<file path="config.mk">
export PLATFORM = sky130hd
export DESIGN_NAME = ptw_arbiter
export DESIGN_NICKNAME = d
export VERILOG_FILES = /design/src/rtl/ptw_arbiter.sv
export SDC_FILE = /design/constraint.sdc
export NUM_CORES = 1
export LEC_CHECK = 0
export ABC_AREA = 1
export ABC_CLOCK_PERIOD_IN_PS = 2300
export BUFFER_PORTS_ARGS = -buffer_cell sky130_fd_sc_hd__buf_2
export CORE_ASPECT_RATIO = 1.25
export CORE_MARGIN = 2
export CORE_UTILIZATION = 45
export CTS_CLUSTER_SIZE = 8
export DETAILED_ROUTE_END_ITERATION = 16
export PLACE_DENSITY = 0.81
export SLEW_MARGIN = 20
export SYNTH_ARGS = -nofsm -noshare
export SYNTH_HDL_FRONTEND = slang
export SYNTH_SLANG_ARGS = --single-unit
</file>
<file path="constraint.sdc">
create_clock -name clk -period 2.3 [get_ports clk]
set_input_delay 0.345 -clock clk [delete_from_list [all_inputs] [get_ports clk]]
set_output_delay 0.345 -clock clk [all_outputs]
set_load 0.005 [all_outputs]
</file>
<file path="src/rtl/ptw_arbiter.sv">
// ptw_arbiter: shares one page-table walker between the itlb (port 0) and the
// dtlb (port 1). Arbitration is round-robin, and only one walk is in flight at
// a time. The returned PTE is routed back to the requester that owns the walk.
//
// Optional build macro PTW_ARB_MERGE_EN: while a walk is outstanding, a
// request from the non-owner that targets the same 4 KiB page is accepted.
// That request then receives the same PTE, so the walker is not used twice.
module ptw_arbiter #(
    parameter int VA_WIDTH  = 32,
    parameter int PTE_WIDTH = 32,
    parameter int INIT_PRIO = 0
) (
    input  logic                 clk,
    input  logic                 rst,

    input  logic                 itlb_req_valid_i,
    output logic                 itlb_req_ready_o,
    input  logic [VA_WIDTH-1:0]  itlb_vaddr_i,
    output logic                 itlb_resp_valid_o,
    input  logic                 itlb_resp_ready_i,
    output logic [PTE_WIDTH-1:0] itlb_pte_o,

    input  logic                 dtlb_req_valid_i,
    output logic                 dtlb_req_ready_o,
    input  logic [VA_WIDTH-1:0]  dtlb_vaddr_i,
    output logic                 dtlb_resp_valid_o,
    input  logic                 dtlb_resp_ready_i,
    output logic [PTE_WIDTH-1:0] dtlb_pte_o,

    output logic                 ptw_req_valid_o,
    input  logic                 ptw_req_ready_i,
    output logic [VA_WIDTH-1:0]  ptw_vaddr_o,
    input  logic                 ptw_resp_valid_i,
    output logic                 ptw_resp_ready_o,
    input  logic [PTE_WIDTH-1:0] ptw_pte_i,

    output logic                 busy_o,
    output logic                 owner_o
);

    typedef enum logic [1:0] {
        IDLE = 2'd0,
        REQ  = 2'd1,
        WAIT = 2'd2,
        RESP = 2'd3
    } state_t;

    state_t                 state;
    state_t                 state_nxt;

    logic                   rr_ptr;
    logic                   owner;
    logic [VA_WIDTH-1:0]    vaddr_q;
    logic [PTE_WIDTH-1:0]   pte_q;
    // Requesters still waiting for their PTE in RESP: bit 0 is itlb, bit 1 is dtlb.
    logic [1:0]             pend_q;
    logic [1:0]             pend_nxt;

    logic                   any_valid;
    logic                   grant_sel;
    logic                   accept;
    logic                   resp_done;
    logic                   merge_hit;
    logic                   merge_pend;

    // Pick the grantee for IDLE. A lone requester wins; on a tie, rr_ptr decides.
    always_comb begin
        any_valid = itlb_req_valid_i | dtlb_req_valid_i;
        grant_sel = (itlb_req_valid_i & dtlb_req_valid_i) ? rr_ptr : dtlb_req_valid_i;
    end

`ifdef PTW_ARB_MERGE_EN
    logic                   merge_q;
    logic                   other_valid;
    logic [VA_WIDTH-1:0]    other_vaddr;

    // Detect a same-page request from the non-owner while the walk is outstanding.
    always_comb begin
        other_valid = owner ? itlb_req_valid_i : dtlb_req_valid_i;
        other_vaddr = owner ? itlb_vaddr_i : dtlb_vaddr_i;
        merge_hit   = ((state == REQ) || (state == WAIT)) && !merge_q && other_valid &&
                      (other_vaddr[VA_WIDTH-1:12] == vaddr_q[VA_WIDTH-1:12]);
        merge_pend  = merge_q;
    end

    // Allow at most one merge per walk. The flag clears when the arbiter is idle.
    always_ff @(posedge clk or posedge rst) begin
        if (rst) begin
            merge_q <= 1'b0;
        end else if (state == IDLE) begin
            merge_q <= 1'b0;
        end else if (merge_hit) begin
            merge_q <= 1'b1;
        end
    end
`else
    // Merging is compiled out, so the non-owner waits for the return to IDLE.
    always_comb begin
        merge_hit  = 1'b0;
        merge_pend = 1'b0;
    end
`endif

    // State register.
    always_ff @(posedge clk or posedge rst) begin
        if (rst) begin
            state <= IDLE;
        end else begin
            state <= state_nxt;
        end
    end

    // Compute the next state and drive each handshake output only in the state that owns it.
    always_comb begin
        state_nxt         = state;
        accept            = 1'b0;
        resp_done         = 1'b0;
        pend_nxt          = pend_q;
        itlb_req_ready_o  = 1'b0;
        dtlb_req_ready_o  = 1'b0;
        itlb_resp_valid_o = 1'b0;
        dtlb_resp_valid_o = 1'b0;
        ptw_req_valid_o   = 1'b0;
        ptw_resp_ready_o  = 1'b0;
        case (state)
            IDLE: begin
                itlb_req_ready_o = any_valid & ~grant_sel;
                dtlb_req_ready_o = any_valid & grant_sel;
                if (any_valid) begin
                    accept    = 1'b1;
                    state_nxt = REQ;
                end
            end
            REQ: begin
                ptw_req_valid_o = 1'b1;
                if (ptw_req_ready_i) begin
                    state_nxt = WAIT;
                end
            end
            WAIT: begin
                ptw_resp_ready_o = 1'b1;
                if (ptw_resp_valid_i) begin
                    state_nxt = RESP;
                end
            end
            RESP: begin
                itlb_resp_valid_o = pend_q[0];
                dtlb_resp_valid_o = pend_q[1];
                pend_nxt = pend_q & ~{dtlb_resp_ready_i, itlb_resp_ready_i};
                if (pend_nxt == 2'b00) begin
                    resp_done = 1'b1;
                    state_nxt = IDLE;
                end
            end
            default: begin
                state_nxt = IDLE;
            end
        endcase
        if (merge_hit) begin
            if (owner) begin
                itlb_req_ready_o = 1'b1;
            end else begin
                dtlb_req_ready_o = 1'b1;
            end
        end
    end

    // Datapath: latch the grant, latch the PTE, track pending responses and advance round-robin.
    always_ff @(posedge clk or posedge rst) begin
        if (rst) begin
            rr_ptr  <= 1'(INIT_PRIO);
            owner   <= 1'(INIT_PRIO);
            vaddr_q <= '0;
            pte_q   <= '0;
            pend_q  <= 2'b00;
        end else begin
            if (accept) begin
                vaddr_q <= grant_sel ? dtlb_vaddr_i : itlb_vaddr_i;
                owner   <= grant_sel;
            end
            if ((state == WAIT) && ptw_resp_valid_i) begin
                pte_q  <= ptw_pte_i;
                pend_q <= owner ? {1'b1, merge_pend | merge_hit}
                                : {merge_pend | merge_hit, 1'b1};
            end else if (state == RESP) begin
                pend_q <= pend_nxt;
            end
            if (resp_done) begin
                rr_ptr <= ~owner;
            end
        end
    end

    // Data outputs come straight from registers, so no requester input reaches the PTW combinationally.
    always_comb begin
        ptw_vaddr_o = vaddr_q;
        itlb_pte_o  = pte_q;
        dtlb_pte_o  = pte_q;
        busy_o      = (state != IDLE);
        owner_o     = owner;
    end

endmodule

</file>
Word-level counts from Yosys, hierarchy flattened
Cells that the tools add are included.
Word-level totals
  bits in registers: 70
  input port bits: 104
  output and inout port bits: 104
  logic and storage cells: 47
Cells by class
  equality and inequality tests: 7
  multiplexer cells: 20
  bitwise logic cells: 8
  reductions and logical operators: 6
Operator list (count)
  32-bit two-way mux: 1
  2-bit two-way mux: 7
  1-bit two-way mux: 11
  2-bit != test, second input constant: 4
  2-bit case mux with 4 select lines: 1
  2-bit equality test, second input constant: 2
  2-bit logical NOT: 2
  4-bit AND reduction: 1
  2-bit nonzero test: 2
  1-bit AND: 3
  2-bit AND: 1
  2-bit by 1-bit equality test with 1-bit output, second input constant: 1
  1-bit NOT: 2
  2-bit NOT: 1
  1-bit logical AND: 1
  1-bit OR: 1

Logic depth before layout (Yosys ltp)
  depth in word-level cells: 5
  depth in mapped cells: 8
  gate-level depth less buffers: 8

Least setup slack after synthesis
OpenSTA, ideal clock, no wires.
  path kind: flip-flop to flip-flop
  start point: reg state[0]
  end point: reg pte_q[10], in the netlist dtlb_pte_o[10]
  library setup time: 0.125 ns
  arrival: 1.310 ns
  data required time: 2.175 ns
  path slack: 0.865 ns
  cell stages (with the launch flop): 6
  clock period less this slack: 1.435 ns
  cell sequence: dfrtp_1 > inv_1 > ha_1 > nand2_4 > buf_6 > mux2_4
On the way
  word-level cells in the longest chain between the ends: 2
Ends and longest elaborated chain
  from (decl): RTL line 48  | state_t state;
  from (signal assigned): RTL line 109  | state <= state_nxt;
  2-bit equality test: RTL line 181  | if ((state == WAIT) && ptw_resp_valid_i) begin
  1-bit logical AND: RTL line 181
  to (signal assigned): RTL line 182  | pte_q <= ptw_pte_i;
  to (decl): RTL line 54  | logic [PTE_WIDTH-1:0] pte_q;
No other way between the ends.
A chain may end at the register's enable or synchronous reset.

Worst setup path in the final report
  start point: reg state[0]
  end point: out itlb_req_ready_o
On the way
  word-level cells in the longest chain between the ends: 2
Ends and longest elaborated chain
  2-bit logical NOT: RTL line 125  | case (state)
  1-bit two-way mux: RTL line 125
  to (decl): RTL line 17  | output logic itlb_req_ready_o,
No other way between the ends.

==> impl_metrics.py <==
metrics = {
    "drt": {
        "wl_met3_um": 643,
        "vias": 3309,
        "met1Wirelength_mm": 3.58,
        "drc_errors": 0,
        "routed.top_layer": "met4",
        "drt-initial-drc-count": 87,
        "wl_per_cell_um": 12.7,
        "ant_nets": 0,
        "dr_wl_met2_mm": 4.63,
        "wirelength_mm": 9.00,
        "via_per_inst": 4.67,
        "first_pass_iters": 4,
    },
    "pwr": {
        "powerDensity_nw_per_um2": 1280,
        "vdd_ir_drop_max_v": 0.000759,
        "leakage_nw": 3.08,
    },
    "worst_setup_path": {
        "end_kind": "primary output",
        "worst_path_max_delay_cell": "dfrtp_1",
        "critPathLaunchType": "flip-flop",
        "ff2ff_setup_slack_ns": 0.45,
        "reg2reg_from": "state[0]$_DFFE_PP0P_",
        "crit_required_ns": 1.96,
        "reg2reg_depth": 6,
        "cp_data_arrival_time_ns": 1.67,
        "reg2reg_to": "ptw_vaddr_o[11]$_DFFE_PP0P_",
        "crit_chain": "inv_1 -> ha_1 -> nand2_2 -> nor2_1 -> buf_2",
        "slowest_delay_ns": 0.43,
        "cp_top_family": "simple AND/OR/NAND/NOR gates",
        "critPathKind": "reg2out",
        "crit_path_max_fanout": 18,
        "worst-path-buf-inv": 2,
    },
    "floorplan": {
        "dieHeight_um": 106,
        "rows": 37,
        "fp.dieW_um": 85.5,
        "start_util": 0.459,
        "io-pin-count": 208,
        "die-area_um2": 9050,
        "coreArea_um2": 8150,
    },
    "min_path": {
        "worstHoldEndpoint": "dtlb_pte_o[25]$_DFFE_PP0P_",
        "min-delay-start": "ptw_pte_i[25]",
        "hp-class": "in2reg",
        "worstHoldPathCells": 2,
    },
    "synth": {
        "synthTopCellsByCount": "nand2_1, inv_1, dfrtp_1",
        "synthCells": 429,
        "synthAdderAreaFrac": 0.0167,
        "synthXorXnorAreaFrac": 0,
        "synth_warnings": 0,
        "yosys_register_bits": 70,
        "async_flop_share": 1.00,
        "yosysTopAreaCell": "dfrtp_1",
        "synthMuxAreaShare": 0.125,
        "yosysMostFrequentCell": "nand2_1",
        "ys_seq_area_frac": 0.469,
        "ys_types": 20,
        "synth_top_area_frac": 0.469,
        "synth_area_leaders": "dfrtp_1, nand2_1, mux2_4",
        "ys.flop_type": "dfrtp_1",
        "synth-edff-count": 0,
        "synth_compound_area_frac": 0.00904,
        "syn-num-nets": 538,
        "yosys.area_share.simple": 0.211,
        "syn_avg_cell_area_um2": 8.71,
        "synth_area_um2": 3740,
        "synth_top_family_by_area": "simple AND/OR/NAND/NOR gates",
    },
    "cts": {
        "clk_pin_slew_ns": 0.07,
        "root_buffer": "clkbuf_8",
        "cts_resized": 0,
        "cts.sinks": 70,
        "cts_tree": "yes",
        "cts_hold_buf": 1,
        "post_cts.repair.setup_buffers": 0,
        "clk_latency_ns": 0.34,
        "h-tree-depth": 3,
        "cts_buffers": 9,
        "clockBufferDepth": 2,
    },
    "timing": {
        "hold_viol_final": 0,
        "layout_setup_ws_ns": 0.283,
        "finalCriticalPeriod_ns": 2.02,
        "rsz0062_at_grt": "false",
        "period_share": 0.877,
        "worst_slew_pin_slew_ns": 0.595,
        "drv_slew": 0,
        "setup_tns_ns": 0,
        "fmax_mhz": 496,
        "setup_viol": 0,
        "relSlewSlack": 0.603,
        "finalClockSkew_ns": 0.00946,
    },
    "layout": {
        "stdcell_area_um2": 4860,
        "fin_nets": 715,
        "drive_above_1_share": 0.442,
        "antenna_cells": 0,
        "syn2layout_area_growth_pct": 30.2,
    },
    "grt": {
        "grt_use_total": 0.199,
        "antenna_found_initial": 0,
        "grt-ovfl-total": 0,
        "grt_pass1_wl_mm": 14.3,
        "grt_max_degree": 37,
        "first_global_vias": 3152,
    },
    "place": {
        "port_buffers": 207,
        "hpwlAfterDp_mm": 6.83,
        "place_congestion": 0.885,
        "placed_cell_area_um2": 4600,
        "place_ws_ns": 0.476,
    },
    "job": {
        "cap_violations": 0,
    },
    "outcome": {
        "status": "complete, no violations",
    },
}
## layout make-up
| class | count | area [µm²] |
|---|---|---|
| inverter | 78 | 293 |
| clock inverter | 2 | 60.1 |
| multi-input combinational | 234 | 1350 |
| fill | 718 | 3280 |
| tap | 97 | 121 |
| timing repair buffer | 213 | 1100 |
| clock buffer | 14 | 193 |
| sequential | 70 | 1750 |
## placed cells by master (no fill, tap or decap)
cell type      synthesis  final
buf_2                  9    207
nand2_1              144    144
inv_1                 75     74
dfrtp_1               70     70
nand3_1               36     36
mux2_4                28     28
clkbuf_8               0     14
nor2_1                 7      7
ha_1                   5      5
inv_2                  3      4
mux2_2                 4      4
buf_4                 35      4
nand2_2                2      2
o21ai_0                2      2
bufinv_16              0      2
nor2_4                 1      1
o21ai_2                1      1
or2_2                  1      1
nand2_4                1      1
a21boi_0               1      1
o211ai_1               1      1
dlygate4sd3_1          0      1
buf_12                 0      1
## worst max path at each step
stage	from	end	slack (ns)	cells after the start
floorplan	rst	dtlb_pte_o[0]$_DFFE_PP0P_	0.19	1
global placement	state[0]$_DFFE_PP0P_	dtlb_pte_o[29]$_DFFE_PP0P_	0.58	4
detailed placement	state[0]$_DFFE_PP0P_	ptw_vaddr_o[11]$_DFFE_PP0P_	0.48	6
CTS	state[0]$_DFFE_PP0P_	itlb_req_ready_o	0.28	5
global route	state[0]$_DFFE_PP0P_	itlb_req_ready_o	0.13	5
finish	state[0]$_DFFE_PP0P_	itlb_req_ready_o	0.28	5
## power by group
group	internal, mW	switching [mW]	leakage (nW)
Combinational	1.44	1.30	2.10
Clock	0.760	0.442	0.129
Sequential	1.86	0.431	0.843
## cells by family after synthesis
logic type / count (synthesis)
AO/OA/AOI/OAI: 5
adder cells (fa/ha/maj): 5
buffers and inverters: 125
flip-flops: 70
multiplexers: 32
AND/OR/NAND/NOR: 192
## registers in the layout, indices dropped and copies added (netlist names)
register	count
state	2
rr_ptr	1
ptw_vaddr_o	32
dtlb_pte_o	32
owner_o	1
pend_q	2
## layer usage
layer  GRT usage  vias to the layer above
li1            -                     1609
met1       0.234                     1534
met2       0.354                      151
met3      0.0337                       15
met4      0.0828                        0
met5           0                        -
## per-stage QoR
step | utilization | instances | total power [mW] | hold slack [ns]
2_1_floorplan | - | 429 | 4.20 | 0.473
3_3_place_gp | 0.565 | 691 | 4.96 | 0.243
5_1_grt | 0.597 | 708 | 6.71 | 0.217
3_5_place_dp | 0.565 | 691 | 5.08 | 0.245
4_1_cts | 0.597 | 708 | 6.31 | 0.214
6_report | 0.597 | 708 | 6.24 | 0.236
No activity file was read; power rests on OpenSTA's default activity.
